<file path="src/rtl/line_period_packer.sv">
// Packs signed 8-bit samples into 16-lane 128-bit beats with per-line framing.
// Optional per-line |sample| accumulator enabled by LINE_PACKER_ABS_SUM_EN.
module line_period_packer #(
  parameter int CNT_W = 16
) (
  input  logic               clk,
  input  logic               rst,
  input  logic               in_valid,
  output logic               in_ready,
  input  logic [7:0]         in_data,
  input  logic               in_last,
  output logic               out_valid,
  input  logic               out_ready,
  output logic [127:0]       out_data,
  output logic [4:0]         out_bytes,
  output logic               out_last,
`ifdef LINE_PACKER_ABS_SUM_EN
  output logic [31:0]        line_abs_sum,
  output logic               line_abs_sum_valid,
`endif
  output logic [CNT_W-1:0]   out_beat_idx
);

  typedef enum logic {
    FILL,
    HOLD
  } state_t;

  state_t             state_q, state_d;
  logic [3:0]         ptr_q, ptr_d;
  logic [127:0]       fill_q, fill_d;
  logic [127:0]       odata_q, odata_d;
  logic [4:0]         obytes_q, obytes_d;
  logic               olast_q, olast_d;
  logic               ovalid_q, ovalid_d;
  logic [CNT_W-1:0]   idx_q, idx_d;

  logic in_fire;
  logic out_fire;

  assign in_ready = !ovalid_q;
  assign in_fire  = in_valid && (state_q == FILL);
  assign out_fire = ovalid_q && out_ready;

  always_comb begin
    state_d  = state_q;
    ptr_d    = ptr_q;
    fill_d   = fill_q;
    odata_d  = odata_q;
    obytes_d = obytes_q;
    olast_d  = olast_q;
    ovalid_d = ovalid_q;
    idx_d    = idx_q;
    unique case (state_q)
      FILL: begin
        if (in_valid) begin
          fill_d[{ptr_q, 3'b000} +: 8] = in_data;
          ptr_d = ptr_q + 4'd1;
          if (ptr_q == 4'd15 || in_last) begin
            // Beat leaves with the new lane; fill starts clean.
            state_d  = HOLD;
            ovalid_d = 1'b1;
            odata_d  = fill_d;
            obytes_d = {1'b0, ptr_q} + 5'd1;
            olast_d  = in_last;
            ptr_d    = 4'd0;
            fill_d   = '0;
          end
        end
      end
      HOLD: begin
        if (out_ready) begin
          state_d  = FILL;
          ovalid_d = 1'b0;
          if (olast_q) begin
            idx_d = '0;
          end else if (idx_q != {CNT_W{1'b1}}) begin
            idx_d = idx_q + {{(CNT_W-1){1'b0}}, 1'b1};
          end
        end
      end
      default: state_d = FILL;
    endcase
  end

  always_ff @(posedge clk or posedge rst) begin
    if (rst) begin
      state_q  <= FILL;
      ptr_q    <= 4'd0;
      fill_q   <= '0;
      odata_q  <= '0;
      obytes_q <= 5'd0;
      olast_q  <= 1'b0;
      ovalid_q <= 1'b0;
      idx_q    <= '0;
    end else begin
      state_q  <= state_d;
      ptr_q    <= ptr_d;
      fill_q   <= fill_d;
      odata_q  <= odata_d;
      obytes_q <= obytes_d;
      olast_q  <= olast_d;
      ovalid_q <= ovalid_d;
      idx_q    <= idx_d;
    end
  end

  assign out_valid    = ovalid_q;
  assign out_data     = odata_q;
  assign out_bytes    = obytes_q;
  assign out_last     = olast_q;
  assign out_beat_idx = idx_q;

`ifdef LINE_PACKER_ABS_SUM_EN
  logic [8:0]  mag;
  logic [31:0] acc_q, acc_d;
  logic [31:0] sum_q, sum_d;
  logic        sumv_q, sumv_d;

  // 9-bit magnitude so that -128 maps to 128.
  always_comb begin
    mag = in_data[7] ? (9'd0 - {1'b1, in_data}) : {1'b0, in_data};
  end

  always_comb begin
    acc_d  = acc_q;
    sum_d  = sum_q;
    sumv_d = 1'b0;
    if (in_fire) begin
      acc_d = acc_q + {23'd0, mag};
    end
    if (out_fire && olast_q) begin
      sum_d  = acc_q;
      sumv_d = 1'b1;
      acc_d  = 32'd0;
    end
  end

  always_ff @(posedge clk or posedge rst) begin
    if (rst) begin
      acc_q  <= 32'd0;
      sum_q  <= 32'd0;
      sumv_q <= 1'b0;
    end else begin
      acc_q  <= acc_d;
      sum_q  <= sum_d;
      sumv_q <= sumv_d;
    end
  end

  assign line_abs_sum       = sum_q;
  assign line_abs_sum_valid = sumv_q;
`else
  logic unused_fire;
  assign unused_fire = in_fire ^ out_fire;
`endif

endmodule
</file>
<file path="config.mk">
export PLATFORM = sky130hd
export DESIGN_NAME = line_period_packer
export DESIGN_NICKNAME = d
export VERILOG_FILES = /design/src/rtl/line_period_packer.sv
export SDC_FILE = /design/constraint.sdc
export NUM_CORES = 1
export LEC_CHECK = 0
export CAP_MARGIN = 30
export CELL_PAD_IN_SITES_DETAIL_PLACEMENT = 0
export CELL_PAD_IN_SITES_GLOBAL_PLACEMENT = 1
export CORE_ASPECT_RATIO = 2
export CORE_MARGIN = 8
export CORE_UTILIZATION = 28
export DETAILED_ROUTE_END_ITERATION = 12
export HOLD_SLACK_MARGIN = 0.05
export PLACE_DENSITY = 0.6
export SKIP_CTS_REPAIR_TIMING = 1
export SLEW_MARGIN = 20
export SYNTH_ARGS = -nofsm -noshare
export SYNTH_HDL_FRONTEND = slang
export SYNTH_SLANG_ARGS = --single-unit
</file>
<file path="constraint.sdc">
create_clock -name clk -period 18.11 [get_ports clk]
set_input_delay 3.622 -clock clk [delete_from_list [all_inputs] [get_ports clk]]
set_output_delay 3.622 -clock clk [all_outputs]
set_load 0.1 [all_outputs]
</file>
Word level (Yosys, flattened, before mapping)

Cells that the tools add are included.

$add $sub $neg: 4
Equal/unequal tests: 5
Shift operators: 2
Muxes and demuxes: 13
Bitwise operators: 1
Reduce and logical (&&, ||, !) cells: 7

Operators by type and width:

| operator                                              | count |
|---|---|
| bitwise mux 128 bit                                   | 1 |
| two-way mux 128 bit                                   | 1 |
| variable shift 8 x 9 -> 128 bit, first input constant | 1 |
| indexed part select 8 x 9 -> 128 bit                  | 1 |
| two-way mux 16 bit                                    | 2 |
| adder 16 x 1 -> 16 bit, second input constant         | 1 |
| inequality test 16 bit, second input constant         | 1 |
| negation 7 -> 9 bit                                   | 1 |
| AND reduction 3 bit                                   | 3 |
| two-way mux 1 bit                                     | 6 |
| adder 4 x 1 -> 5 bit, second input constant           | 1 |
| adder 4 x 1 -> 4 bit, second input constant           | 1 |
| == test 4 bit, second input constant                  | 1 |
| two-way mux 4 bit                                     | 1 |
| inequality test 2 bit, second input constant          | 2 |
| one-hot mux 1 bit (2 select lines)                    | 2 |
| inequality test 2 x 1 -> 1 bit, second input constant | 1 |
| AND reduction 2 bit                                   | 1 |
| nonzero test 2 bit                                    | 1 |
| zero test 1 bit                                       | 1 |
| logical OR 1 bit                                      | 1 |
| inverter 1 bit                                        | 1 |

Register bits: 284
Bits of input ports: 13
Output and inout bits: 152
Word-level logic and storage cells: 40

Depth between registers and ports, before layout

Word-level depth: 5
Gate-level depth with buffers: 12
Depth with buffers taken out: 7

Least setup slack after synthesis

Ideal clock, no wire load.

Kind: reg2out
From: reg ovalid_q (netlist: out_valid)
To: out in_ready
Arrival: 1568 ps
Required time: 14488 ps
Slack: 12920 ps
Cell stages (with the launch flop): 2
Path buffers: 0
Path through: dfrtp_1 > inv_1

Cells in the longest elaborated chain, start to end: 1

RTL lines:

| what                   | line | source |
|---|---|---|
| from (decl)            | 35   | `logic ovalid_q, ovalid_d;` |
| from (signal assigned) | 103  | `ovalid_q <= ovalid_d;` |
| zero test 1 bit        | 41   | `assign in_ready = !ovalid_q;` |
| to (decl)              | 9    | `output logic in_ready,` |

Every way passes these cells.

Worst setup path after layout

From: in in_last
To: reg odata_q[103] (netlist: out_data[103])

Cells in the longest elaborated chain, start to end: 2

RTL lines:

| what                          | line | source |
|---|---|---|
| from (decl)                   | 11   | `input logic in_last,` |
| logical OR 1 bit              | 59   | `if (ptr_q == 4'd15 \|\| in_last) begin` |
| AND reduction 3 bit (no line) | --   |  |
| to (signal assigned)          | 100  | `odata_q <= odata_d;` |
| to (decl)                     | 32   | `logic [127:0] odata_q, odata_d;` |

Every way passes these cells.
A chain may end at the register's enable or synchronous reset.

==> flow_summary.json <==
{
  "antenna_found_initial": 0,
  "start_util": 0.282,
  "hold_viol": 0,
  "cts_buffer_depth": 3,
  "io_pins": 165,
  "htreeDepth": 1,
  "grt_pass1_vias": 9907,
  "hold_end": "out_bytes[1]",
  "place.gp.congestion": 0.764,
  "dieArea_um2": 51800,
  "pwr-share-clk": 0.324,
  "grt_usage": 0.149,
  "grt_setup_unrepaired": "false",
  "syn_inst": 1167,
  "cts_tree": "built",
  "hold_class": "flip-flop to flip-flop",
  "worst-path-max-fanout": 77,
  "r2r-start": "ptr_q[0]",
  "final_common_cell": "dfrtp_1",
  "core_um2": 44100,
  "synth_seq_cells": 284,
  "finalNonFillerCells": 1893,
  "path_delay_family": "buffers and inverters",
  "multiInputGateArea_um2": 4960,
  "cts_root_buf": "clkbuf_16",
  "synth-edff-count": 0,
  "avgRoutedWirePerCell_um": 20.4,
  "outcome": "complete, no violations",
  "die_x_um": 165,
  "crit_path_start_kind": "input port",
  "setup_tns_ns": 0,
  "ys.flop_type": "dfrtp_1",
  "fin_area_um2": 16100,
  "min_period_ns": 6.63,
  "crit_path_end_kind": "flip-flop",
  "row_count": 109,
  "dp.cells": 1841,
  "p_sw_frac": 0.378,
  "min_from": "out_bytes[1]",
  "crit_type": "input port to flip-flop",
  "p_seq_frac": 0.376,
  "slew_viol_final": 0,
  "path_cells": "clkdlybuf4s50_1 > a31oi_1 > nand2_1 > nand2_4 > buf_4 > buf_12 > o21ai_0",
  "async_flop_share": 1.00,
  "r2r_setup_slack_ns": 13.81,
  "final_cell_mix": "dfrtp_1 (284), nand2_1 (165), clkdlybuf4s50_1 (164)",
  "p_leak_nw": 7.19,
  "ant_nets": 0,
  "vias": 9352,
  "period_share": 0.366,
  "max_stage_delay_ns": 0.78,
  "cp_num_buf_inv": 3,
  "viasPerCell": 4.94,
  "antenna_cells": 0,
  "synth.distinct_cells": 57,
  "fin_skew_ns": 0.00859,
  "drt_first_iter_violations": 614,
  "p_per_area_nw_per_um2": 117,
  "io_buffer_count": 164,
  "cp_slowest_cell": "nand2_4",
  "hold-path-cell-count": 2,
  "synth.net_count": 1185,
  "clk_latency_ns": 0.56,
  "layout-drive-gt1-share": 0.0800,
  "regArea_um2": 7110,
  "dp_hpwl_mm": 27.6,
  "worstPathRequired_ns": 18.54,
  "fmax_mhz": 151,
  "clkTransAtPathRegs_ns": 0.07,
  "grt_overflow": 0,
  "cp_data_arrival_time_ns": 7.05,
  "syn2layout_area_growth_pct": 29.5,
  "grt_max_degree": 98,
  "reg2regPathDepth": 8,
  "worst_pin_slew_ns": 1.02,
  "place_area_um2": 15100,
  "cts.sinks": 284,
  "synthesis.area_um2": 12400,
  "fillers": 4349,
  "max_slew_margin": 0.315,
  "power_switching_uw": 710,
  "drt_first_pass_iters": 4,
  "p_int_mw": 1.17,
  "r2r-end": "out_data[103]",
  "routed_wl_mm": 38.6,
  "die_y_um": 314,
  "final_nets": 1336,
  "seq_area_frac_synth": 0.571,
  "syn_area_per_cell_um2": 10.7,
  "maxCapViolCount": 0,
  "numCtsBuffers": 28,
  "ys_warn_count": 0,
  "final-setup-viol-count": 0,
  "grt_pass1_wl_mm": 60.8,
  "drc": 0,
  "vdd_drop_max_v": 0.000119,
  "combPwrFrac": 0.300
}
## state kept, by name, indices dropped and copies added (netlist names)
name,count
fill_q,128
out_data,128
out_beat_idx,16
out_bytes,5
ptr_q,4
out_last,1
out_valid,1
state_q,1
## logic make-up (layout without fill, tap and decap cells)
family | Yosys count | count (layout) | synth area share
fa+ha+maj | 5 | 5 | 0.00503
buf+inv | 92 | 263 | 0.0312
mux | 93 | 93 | 0.0748
compound gates | 330 | 330 | 0.187
flops | 284 | 284 | 0.571
simple gates | 357 | 357 | 0.127
xor+xnor | 6 | 6 | 0.00422
## how the worst max path moves through the flow
stage	cells past startpoint	from	endpoint	slack (ns)
3_3_place_gp	7	in_valid	out_data[102]	10.84
5_1_grt	7	in_last	out_data[103]	11.13
3_5_place_dp	7	in_last	out_data[103]	10.82
2_1_floorplan	1	rst	fill_q[0]	6.65
6_report	7	in_last	out_data[103]	11.48
4_1_cts	7	in_last	out_data[103]	11.41
## synthesized netlist by cell type, types with 8 or more instances
cell type / number / area, µm²
dfrtp_1: 284 / 7110
mux2i_1: 93 / 931
nor2_1: 97 / 364
a22o_1: 65 / 569
o21ai_1: 12 / 60.1
o21ai_0: 106 / 531
a21oi_1: 41 / 205
a221o_1: 8 / 80.1
clkbuf_1: 59 / 221
o211ai_1: 9 / 67.6
a21o_1: 8 / 60.1
o2bb2ai_1: 48 / 420
o2bb2ai_2: 8 / 120
buf_2: 16 / 80.1
nand2_1: 166 / 623
nand3_1: 31 / 155
a211oi_1: 8 / 60.1
and3_1: 12 / 75.1
## metal layers
layer  GRT usage  share of wire  up-vias  wire (µm)
li1            -              -     4475          -
met1       0.170           0.39     4656      15200
met2       0.274           0.53      170      20600
met3      0.0246          0.049       51       1880
met4      0.0469          0.025        0        963
met5           0              0        -          0
## layout make-up
type                       instances  area share
clock buffer                      40      0.0501
tap                              555      0.0431
clock inverter                    10     0.00823
sequential                       284       0.441
multi-input combinational        791       0.308
timing repair buffer             206       0.147
inverter                           7     0.00210
## metrics by stage
| stage | power [mW] | util | hold slack [ns] | worst slack (ns) |
|---|---|---|---|---|
| 2_1_floorplan | 1.11 | - | 0.451 | 6.65 |
| 3_3_place_gp | 1.25 | 0.331 | 0.464 | 10.84 |
| 3_5_place_dp | 1.29 | 0.343 | 0.467 | 10.82 |
| 4_1_cts | 1.90 | 0.364 | 0.483 | 11.41 |
| 5_1_grt | 1.96 | 0.366 | 0.498 | 11.13 |
| 6_report | 1.88 | 0.366 | 0.474 | 11.48 |
## power groups by stage
| stage | Clock [mW] | Combinational [mW] | Sequential [mW] |
|---|---|---|---|
| 3_5_place_dp | 0 | 0.568 | 0.718 |
| 4_1_cts | 0.628 | 0.569 | 0.707 |
| 6_report | 0.609 | 0.562 | 0.706 |
| 5_1_grt | 0.651 | 0.595 | 0.712 |
| 2_1_floorplan | 0 | 0.189 | 0.920 |
| 3_3_place_gp | 0 | 0.537 | 0.718 |
## worst min-delay path: cells and delay by family, from the launching register on
family,cells,cell delay (ns)
AND/OR/NAND/NOR,2,0.10
flip-flops,1,0.34
No activity file was read; power rests on OpenSTA's default activity.
